$ cat src/rtl/usb_rx_data_strip.sv
// USB RX data-phase stage: checks PID and CRC16, withholds the two trailing CRC
// bytes through a two-deep hold line and forwards payload bytes with a per-packet status pulse.
module usb_rx_data_strip #(
  parameter int unsigned MAX_PAYLOAD = 1023,
  parameter int unsigned LEN_W       = 11
) (
  input  logic             clk,
  input  logic             rst,
  input  logic             in_sop,
  input  logic             in_eop,
  input  logic             in_valid,
  output logic             in_ready,
  input  logic [7:0]       in_data,
  output logic             out_sop,
  output logic             out_eop,
  output logic             out_valid,
  input  logic             out_ready,
  output logic [7:0]       out_data,
  output logic [3:0]       out_pid,
  output logic             st_valid,
  output logic             st_crc_ok,
  output logic             st_pid_err,
  output logic             st_len_err,
  output logic             st_zlp,
  output logic [LEN_W-1:0] st_len
);

  typedef enum logic [1:0] {
    S_IDLE,
    S_FILL,
    S_STREAM
  } state_t;

  state_t           r_state;
  logic [7:0]       r_h0;
  logic [7:0]       r_h1;
  logic [1:0]       r_hold_cnt;
  logic [15:0]      r_crc;
  logic [LEN_W-1:0] r_cnt;
  logic             r_first;
  logic             r_pid_err;

  logic             w_acc;
  logic             w_pid_bad;
  logic [15:0]      w_crc_next;
  logic [LEN_W:0]   w_cnt_inc;
  logic [LEN_W-1:0] w_cnt_sat;
  logic             w_too_long;

  // Reflected CRC16 (poly 0xA001), data consumed LSB first.
  function automatic logic [15:0] crc16_byte(input logic [15:0] c, input logic [7:0] d);
    logic [15:0] x;
    x = c;
    for (int unsigned i = 0; i < 8; i++) begin
      if (x[0] ^ d[i]) x = (x >> 1) ^ 16'hA001;
      else             x = x >> 1;
    end
    return x;
  endfunction

  assign in_ready   = !rst && (!out_valid || out_ready);
  assign w_acc      = in_valid && in_ready;
  assign w_pid_bad  = (in_data[7:4] != ~in_data[3:0]);
  assign w_crc_next = crc16_byte(r_crc, in_data);
  assign w_cnt_inc  = {1'b0, r_cnt} + {{LEN_W{1'b0}}, 1'b1};
  assign w_cnt_sat  = w_cnt_inc[LEN_W] ? '1 : w_cnt_inc[LEN_W-1:0];
  assign w_too_long = (32'(w_cnt_inc) > MAX_PAYLOAD);

  always_ff @(posedge clk) begin
    if (rst) begin
      r_state    <= S_IDLE;
      r_h0       <= '0;
      r_h1       <= '0;
      r_hold_cnt <= '0;
      r_crc      <= '1;
      r_cnt      <= '0;
      r_first    <= 1'b0;
      r_pid_err  <= 1'b0;
      out_sop    <= 1'b0;
      out_eop    <= 1'b0;
      out_valid  <= 1'b0;
      out_data   <= '0;
      out_pid    <= '0;
      st_valid   <= 1'b0;
      st_crc_ok  <= 1'b0;
      st_pid_err <= 1'b0;
      st_len_err <= 1'b0;
      st_zlp     <= 1'b0;
      st_len     <= '0;
    end else begin
      st_valid   <= 1'b0;
      st_crc_ok  <= 1'b0;
      st_pid_err <= 1'b0;
      st_len_err <= 1'b0;
      st_zlp     <= 1'b0;
      st_len     <= '0;
      if (out_valid && out_ready) out_valid <= 1'b0;

      if (w_acc) begin
        if (in_sop) begin
          // An SOP mid-packet closes the old packet as a length error; held bytes are dropped.
          if (r_state != S_IDLE) begin
            st_valid   <= 1'b1;
            st_len_err <= 1'b1;
            st_pid_err <= r_pid_err;
            st_len     <= r_cnt;
          end
          out_pid    <= in_data[3:0];
          r_pid_err  <= w_pid_bad;
          r_crc      <= '1;
          r_hold_cnt <= '0;
          r_cnt      <= '0;
          r_first    <= 1'b1;
          if (in_eop) begin
            st_valid   <= 1'b1;
            st_len_err <= 1'b1;
            st_pid_err <= w_pid_bad;
            st_len     <= '0;
            r_state    <= S_IDLE;
          end else begin
            r_state    <= S_FILL;
          end
        end else if (r_state != S_IDLE) begin
          r_crc <= w_crc_next;
          if (r_hold_cnt == 2'd2) begin
            out_valid <= 1'b1;
            out_data  <= r_h0;
            out_sop   <= r_first;
            out_eop   <= in_eop;
            r_first   <= 1'b0;
            r_cnt     <= w_cnt_sat;
            r_h0      <= r_h1;
            r_h1      <= in_data;
          end else if (r_hold_cnt == 2'd1) begin
            r_h1       <= in_data;
            r_hold_cnt <= 2'd2;
            r_state    <= S_STREAM;
          end else begin
            r_h0       <= in_data;
            r_hold_cnt <= 2'd1;
          end

          if (in_eop) begin
            st_valid   <= 1'b1;
            st_pid_err <= r_pid_err;
            r_state    <= S_IDLE;
            r_hold_cnt <= '0;
            case (r_hold_cnt)
              2'd0: st_len_err <= 1'b1;
              2'd1: begin
                st_zlp    <= 1'b1;
                st_crc_ok <= (w_crc_next == 16'hB001);
              end
              default: begin
                st_crc_ok  <= (w_crc_next == 16'hB001);
                st_len     <= w_cnt_sat;
                st_len_err <= w_too_long;
              end
            endcase
          end
        end
      end
    end
  end

endmodule

$ cat config.mk
export PLATFORM = sky130hd
export DESIGN_NAME = usb_rx_data_strip
export DESIGN_NICKNAME = d
export VERILOG_FILES = /design/src/rtl/usb_rx_data_strip.sv
export SDC_FILE = /design/constraint.sdc
export NUM_CORES = 1
export LEC_CHECK = 0
export CORE_MARGIN = 3
export CORE_UTILIZATION = 49
export DETAILED_ROUTE_END_ITERATION = 7
export PLACE_DENSITY = 0.72
export SYNTH_ARGS = -nofsm -noshare
export SYNTH_HDL_FRONTEND = slang
export SYNTH_SLANG_ARGS = --single-unit
$ cat constraint.sdc
create_clock -name clk -period 2.44 [get_ports clk]
set_input_delay 0.366 -clock clk [delete_from_list [all_inputs] [get_ports clk]]
set_output_delay 0.366 -clock clk [all_outputs]
set_load 0.02 [all_outputs]
==> flow_metrics.env, run 1 <==
export IMPL_drc=0
export IMPL_fmax_mhz=461
export IMPL_drt_first_pass_iters=4
export IMPL_grtUsageTotal_pct=21.2
export IMPL_ant_nets=0
export IMPL_tns_ns=0
export IMPL_die_area_sq_mm=0.00842
export IMPL_cts_resized=0
export IMPL_clkPwrFrac_pct=39.6
export IMPL_async_reset_ff_share_pct=0
export IMPL_maxSlewHeadroom_pct=61.1
export IMPL_netlist_area_sq_mm=0.00360
export IMPL_io_pins=46
export IMPL_power_leakage_nw=1.70
export IMPL_hold_viol_final=0
export IMPL_hpwl_mm=6.13
export IMPL_p_total_mw=2.63
export IMPL_yosysMostFrequentCell="dfxtp_1"
export IMPL_synth_area_per_cell_sq_um=8.60
export IMPL_path_class="input port to output pin"
export IMPL_rows=30
export IMPL_vdd_drop_max_uv=446
export IMPL_clk_latency_ns=0.35
export IMPL_place_gp_congestion=0.893
export IMPL_syn_to_final_growth_pct=25.9
export IMPL_ctsLongestPathBuffers=2
export IMPL_cts_setup_buffers=0
export IMPL_synthTopCellsByCount="80 x dfxtp_1, 48 x nand2_1, 47 x nor2_1"
export IMPL_cts_num_sinks=80
export IMPL_combPwrFrac_pct=10.0
export IMPL_coreArea_sq_mm=0.00694
export IMPL_portBuffers=45
export IMPL_power_frac_seq_pct=50.4
export IMPL_cp_buffers_inverters=2
export IMPL_ys_flop_type="dfxtp_1"
export IMPL_cp_end_kind="output pin"
export IMPL_p_int_mw=2.03
export IMPL_setup_viol=0
export IMPL_die_h_um=91.8
export IMPL_path_clk_slew_ns=0.08
export IMPL_ys_ff_latch=80
export IMPL_synth_top_cell_by_area="dfxtp_1"
export IMPL_fin_crit_ns=2.17
export IMPL_maxSlewViolCount=0
export IMPL_placed_cells=567
export IMPL_switchingPower_mw=0.600
export IMPL_grt_max_degree=48
export IMPL_critPathMaxStageDelay_ns=0.56
export IMPL_yosysUniqueCellTypes=44
export IMPL_crit_top_cell="clkdlybuf4s50_1"
export IMPL_cts_buffers_inserted=9
export IMPL_worstMarginPinSlew_ns=0.582
export IMPL_crit_family="buffers and inverters"
export IMPL_layout_drive_gt1_share_pct=12.1
export IMPL_vias_per_cell=5.46
export IMPL_htree_levels=3
export IMPL_rsz0062_at_grt="no"
export IMPL_period_share_pct=88.8
export IMPL_antenna_found_initial=0
export IMPL_p_per_area_mw_per_mm2=579
export IMPL_hold_buffers=0
export IMPL_grt_pass1_vias=3047
export IMPL_required_ns=2.07
export IMPL_ys_warn_count=0
export IMPL_synth_top_area_share_pct=44.4
export IMPL_switching_share_pct=22.9
export IMPL_worstPathMaxFanout=5
export IMPL_fillCellCount=596
export IMPL_arrival_ns=1.80
export IMPL_fin_cells=583
export IMPL_yosys_top_cells_area="dfxtp_1 44%, mux2i_1 5.6%, a21oi_1 5.1%"
export IMPL_wl_per_cell_um=14.6
export IMPL_antennaDiodeCount=0
export IMPL_start_util_pct=51.9
export IMPL_num_nets_final=500
export IMPL_fin_worst_skew_ns=0.0103
export IMPL_synth_edf_count=0
export IMPL_synth_cells=419
export IMPL_root_buffer="clkbuf_8"
export IMPL_die_w_um=91.8
export IMPL_start_kind="input port"
export IMPL_hold_class="input port to flop"
export IMPL_crit_chain="clkdlybuf4s50_1 -> nor2b_1 -> nor2_1 -> clkdlybuf4s50_1"
export IMPL_maxCapViolations=0
export IMPL_syn_nets=437
export IMPL_crit_slowest_cell="clkdlybuf4s50_1"
export IMPL_drt_iter0_drc=138
export IMPL_drt_wl_total_mm=8.52
export IMPL_status="finished clean"
export IMPL_yosysSeqAreaShare_pct=44.4
export IMPL_vias=3186
export IMPL_grt_pass1_wl_mm=14.5
export IMPL_overflow=0
export IMPL_cts_tree="done"
-- registers in the layout (all words and copies together) (netlist names), 2 cells and up --
name        flops
r_cnt          11
st_len         11
r_crc          16
out_pid         4
r_h1            8
r_hold_cnt      2
r_state         2
out_data        8
r_h0            8
-- cell usage in the layout (no fill, tap or decap), types with 2 or more instances in the layout --
master,n
a22oi_1,7
xnor2_1,12
buf_4,32
xor2_1,9
inv_1,6
a21oi_1,37
nand2b_1,9
clkbuf_8,9
dfxtp_1,80
nor3_1,10
nand4_1,3
nand2_1,48
or2_2,2
ha_1,4
nand3_1,12
clkdlybuf4s50_1,44
nor4_1,13
a211oi_1,9
mux2_2,2
nor2_1,47
or4_1,3
nor2b_1,3
o211ai_1,5
and3_1,2
xnor3_1,2
o22ai_1,4
o21ai_0,28
mux2i_1,20
clkbuf_1,2
bufinv_16,2
-- power by group through the flow --
stage	Clock, mW	Combinational, mW	Sequential [mW]
after CTS	1.06	0.263	1.32
after detailed placement	0	0.262	1.35
after floorplan	0	0.151	1.36
final	1.04	0.262	1.32
after global routing	1.11	0.285	1.32
after global placement	0	0.258	1.35
-- layout make-up --
cell class                      count  area (sq um)  share of cell area (%)
Multi-Input combinational cell    306          1870                    41.2
Clock buffer                       11           131                    2.89
Tap cell                           96           120                    2.65
Sequential cell                    80          1600                    35.3
Clock inverter                      5          81.3                    1.79
Timing Repair Buffer               78           706                    15.6
Inverter                            7          26.3                   0.579
-- per-layer routing --
| layer | up-vias | part of all wire [%] | track usage, % | wire length [um] |
|---|---|---|---|---|
| met5 | - | 0 | 0 | 0 |
| met4 | 0 | 1.1 | 6.93 | 91 |
| met3 | 8 | 4.4 | 5.09 | 376 |
| met2 | 82 | 50 | 36.2 | 4220 |
| met1 | 1498 | 45 | 26.2 | 3830 |
| li1 | 1598 | - | - | - |
-- per-stage QoR --
| step | utilization, % | hold slack [ns] | instance area [sq um] | setup slack, ns |
|---|---|---|---|---|
| 2_1_floorplan | - | 0.427 | 3600 | 0.409 |
| 3_3_place_gp | 62.3 | 0.435 | 4330 | 0.0239 |
| 3_5_place_dp | 62.3 | 0.445 | 4330 | 0.00651 |
| 4_1_cts | 65.4 | 0.321 | 4540 | 0.288 |
| 5_1_grt | 65.4 | 0.328 | 4540 | 0.207 |
| 6_report | 65.4 | 0.337 | 4540 | 0.273 |
-- logic make-up after synthesis --
| family | count (synthesis) | synth area share [%] |
|---|---|---|
| AOI/OAI and AO/OA | 99 | 16.4 |
| xor gates and xnor gates | 26 | 7.92 |
| adders and majority gates | 4 | 1.39 |
| buffers and inverters | 33 | 3.61 |
| DFF | 80 | 44.4 |
| muxes | 22 | 6.18 |
| and+or+nand+nor | 155 | 20.0 |
-- worst paths after layout --
kind / from / to / slack [ns] / depth (start not counted)
setup / recovery: out_ready / in_ready / 0.27 / 4
hold / removal: rst / r_h1[7] / 0.34 / 2
setup reg to reg: r_cnt[0] / st_len_err / 0.41 / 6
hold reg to reg: r_h0[0] / out_data[0] / 0.45 / 2
No activity file was read; power rests on OpenSTA's default activity.
==> inputs of run 2 (changes only) <==
--- a/config.mk
+++ b/config.mk
@@ -5,10 +5,11 @@
 export SDC_FILE = /design/constraint.sdc
 export NUM_CORES = 1
 export LEC_CHECK = 0
+export ABC_AREA = 1
 export CORE_MARGIN = 3
-export CORE_UTILIZATION = 49
+export CORE_UTILIZATION = 40
 export DETAILED_ROUTE_END_ITERATION = 7
-export PLACE_DENSITY = 0.72
+export PLACE_DENSITY = 0.61
 export SYNTH_ARGS = -nofsm -noshare
 export SYNTH_HDL_FRONTEND = slang
 export SYNTH_SLANG_ARGS = --single-unit
==> run 2 against run 1 <==
Maximum frequency up 2.7%. Area after synthesis grew 1.8%. Sequential power about the same. Clock power decreased by 5%. Utilization fell by 14 points. Flip-flop and latch count unchanged. Design area fell by 1.3%. Synthesized cell count up 14%. First-iteration DRC count shrank 4.3%. Largest cell class unchanged.
==> flow_metrics.env, run 2 <==
export IMPL_ys_warn_count=0
export IMPL_drt_iter0_drc=132
export IMPL_finalWorstSetupSlack_ns=0.329
export IMPL_grt_max_degree=34
export IMPL_path_class="input port to output pin"
export IMPL_largest_reg_flops=16
export IMPL_grt_pass1_vias=2980
export IMPL_worstPathMaxFanout=2
export IMPL_power_leakage_nw=1.88
export IMPL_fin_worst_skew_ns=0.00778
export IMPL_cts_num_sinks=80
export IMPL_synth_cells=478
export IMPL_r2r_end="st_len[10]"
export IMPL_required_ns=2.07
export IMPL_maxCapViolations=0
export IMPL_hold_class="flop to flop"
export IMPL_power_frac_seq_pct=51.2
export IMPL_drt_first_pass_iters=4
export IMPL_p_int_mw=1.92
export IMPL_hpwl_mm=6.25
export IMPL_r2r_start="r_cnt[0]"
export IMPL_switchingPower_mw=0.706
export IMPL_maxSlewViolCount=0
export IMPL_ant_nets=0
export IMPL_rsz0062_at_grt="no"
export IMPL_clk_latency_ns=0.35
export IMPL_synth_top_cell_by_area="dfxtp_1"
export IMPL_r2r_cells=8
export IMPL_drc=0
export IMPL_start_util_pct=41.7
export IMPL_cp_end_kind="output pin"
export IMPL_post_place_ws_ns=0.247
export IMPL_combPwrFrac_pct=11.0
export IMPL_yosys_top_cells_area="dfxtp_1 44%, nand2_1 12%, nor2_1 5.4%"
export IMPL_yosysMostFrequentCell="nand2_1"
export IMPL_period_share_pct=86.5
export IMPL_reg_top3="r_crc: 16 flops, r_cnt: 11 flops, st_len: 11 flops"
export IMPL_dpl_instance_area_sq_mm=0.00428
export IMPL_num_nets_final=551
export IMPL_die_w_um=102
export IMPL_ys_ff_latch=80
export IMPL_setup_viol=0
export IMPL_root_buffer="clkbuf_8"
export IMPL_top_register="r_crc"
export IMPL_netlist_area_sq_mm=0.00367
export IMPL_cts_tree="done"
export IMPL_vias=3277
export IMPL_tns_ns=0
export IMPL_holdPathStages=2
export IMPL_layout_drive_gt1_share_pct=10.6
export IMPL_vias_per_cell=5.07
export IMPL_syn_nets=496
export IMPL_maxSlewHeadroom_pct=69.3
export IMPL_grtUsageTotal_pct=17.5
export IMPL_arrival_ns=1.74
export IMPL_status="finished clean"
export IMPL_antennaDiodeCount=0
export IMPL_ys_flop_type="dfxtp_1"
export IMPL_holdPathEnd="r_h0[3]"
export IMPL_synth_edf_count=0
export IMPL_place_gp_congestion=0.848
export IMPL_antenna_found_initial=0
export IMPL_fillCellCount=848
export IMPL_final_cell_mix="115 x nand2_1, 80 x dfxtp_1, 53 x nor2_1"
export IMPL_synth_top_area_share_pct=43.7
export IMPL_yosysUniqueCellTypes=42
export IMPL_utilization_pct=50.9
export IMPL_cts_buffers_inserted=9
export IMPL_layout_commonest_cell="nand2_1"
export IMPL_yosysSeqAreaShare_pct=43.7
export IMPL_syn_to_final_growth_pct=22.1
export IMPL_hold_buffers=0
export IMPL_fin_crit_ns=2.11
export IMPL_worstHoldStart="r_h1[3]"
export IMPL_die_area_sq_mm=0.0104
export IMPL_drt_wl_total_mm=8.70
export IMPL_die_h_um=102
export IMPL_fmax_mhz=474
export IMPL_synth_area_per_cell_sq_um=7.67
export IMPL_overflow=0
export IMPL_hold_viol_final=0
export IMPL_switching_share_pct=26.9
export IMPL_ctsLongestPathBuffers=2
export IMPL_portBuffers=45
export IMPL_start_kind="input port"
export IMPL_fin_area_sq_mm=0.00448
export IMPL_io_pins=46
export IMPL_async_reset_ff_share_pct=0
export IMPL_grt_pass1_wl_mm=14.4
export IMPL_clkPwrFrac_pct=37.8
export IMPL_worstMarginPinSlew_ns=0.457
export IMPL_reg2reg_slack_ns=0.70
export IMPL_p_per_area_mw_per_mm2=586
export IMPL_wl_per_cell_um=13.5
export IMPL_rows=34
export IMPL_path_clk_slew_ns=0.09
export IMPL_vdd_drop_max_uv=292
export IMPL_cts_resized=0
export IMPL_coreArea_sq_mm=0.00881
export IMPL_htree_levels=3
export IMPL_synthTopCellsByCount="115 x nand2_1, 80 x dfxtp_1, 53 x nor2_1"
export IMPL_p_total_mw=2.63
export IMPL_cts_setup_buffers=0
run 2: changes by cell type after synthesis, moves of 7 or more:
cell	previous run	this run
nand2_1	48	115
a31oi_1	1	9
nor4_1	13	2
clkbuf_1	18	8
inv_1	6	30
mux2i_1	20	0
nand2b_1	9	0
a211oi_1	9	1
nor3_1	10	3
a22oi_1	7	0
run 2: worst max-delay path by stage:
stage | from | endpoint | slack [ns] | depth (start not counted)
6_report | out_ready | in_ready | 0.33 | 4
2_1_floorplan | out_valid | r_crc[7] | 0.78 | 8
5_1_grt | out_ready | in_ready | 0.29 | 4
3_3_place_gp | out_ready | r_h1[1] | 0.25 | 11
3_5_place_dp | rst | r_crc[7] | 0.25 | 7
4_1_cts | out_ready | in_ready | 0.31 | 4
run 2: metal layers:
| layer | track usage, % | up-vias | routed length [um] |
|---|---|---|---|
| met2 | 28.3 | 72 | 4050 |
| met5 | 0 | - | 0 |
| met4 | 4.91 | 0 | 126 |
| met3 | 3.51 | 9 | 396 |
| met1 | 23.6 | 1517 | 4120 |
| li1 | - | 1679 | - |
run 2: layout make-up:
type | count | area [sq um] | area share [%]
timing repair buffer | 61 | 583 | 13.0
inverter | 38 | 144 | 3.21
clock buffer | 10 | 128 | 2.85
sequential | 80 | 1600 | 35.8
multi-input combinational | 343 | 1820 | 40.6
clock inverter | 6 | 68.8 | 1.54
tap | 108 | 135 | 3.02
run 2: power by group through the flow:
stage	sequential, mW	clock, mW	combinational, mW
finish	1.34	0.992	0.289
global route	1.35	1.07	0.320
CTS	1.34	1.02	0.290
detailed placement	1.37	0	0.288
global placement	1.38	0	0.287
floorplan	1.38	0	0.183
run 2: worst max-delay path, stage by stage:
cell	delay, ns
clkdlybuf4s50_1	0.50
nor2_4	0.08
nor2_8	0.11
clkdlybuf4s50_1	0.68
run 2: kinds of logic after synthesis:
logic type      after synthesis  synth area share, %
fa+ha+maj                     4                 1.36
flops                        80                 43.7
compound gates              102                 15.4
simple gates                212                 26.2
buf+inv                      55                 6.79
xor+xnor                     25                 6.58
run 2: per-stage QoR:
step	hold WS (ns)	instances
3_3_place_gp	0.456	630
3_5_place_dp	0.460	630
5_1_grt	0.491	646
4_1_cts	0.469	646
2_1_floorplan	0.440	478
6_report	0.472	646
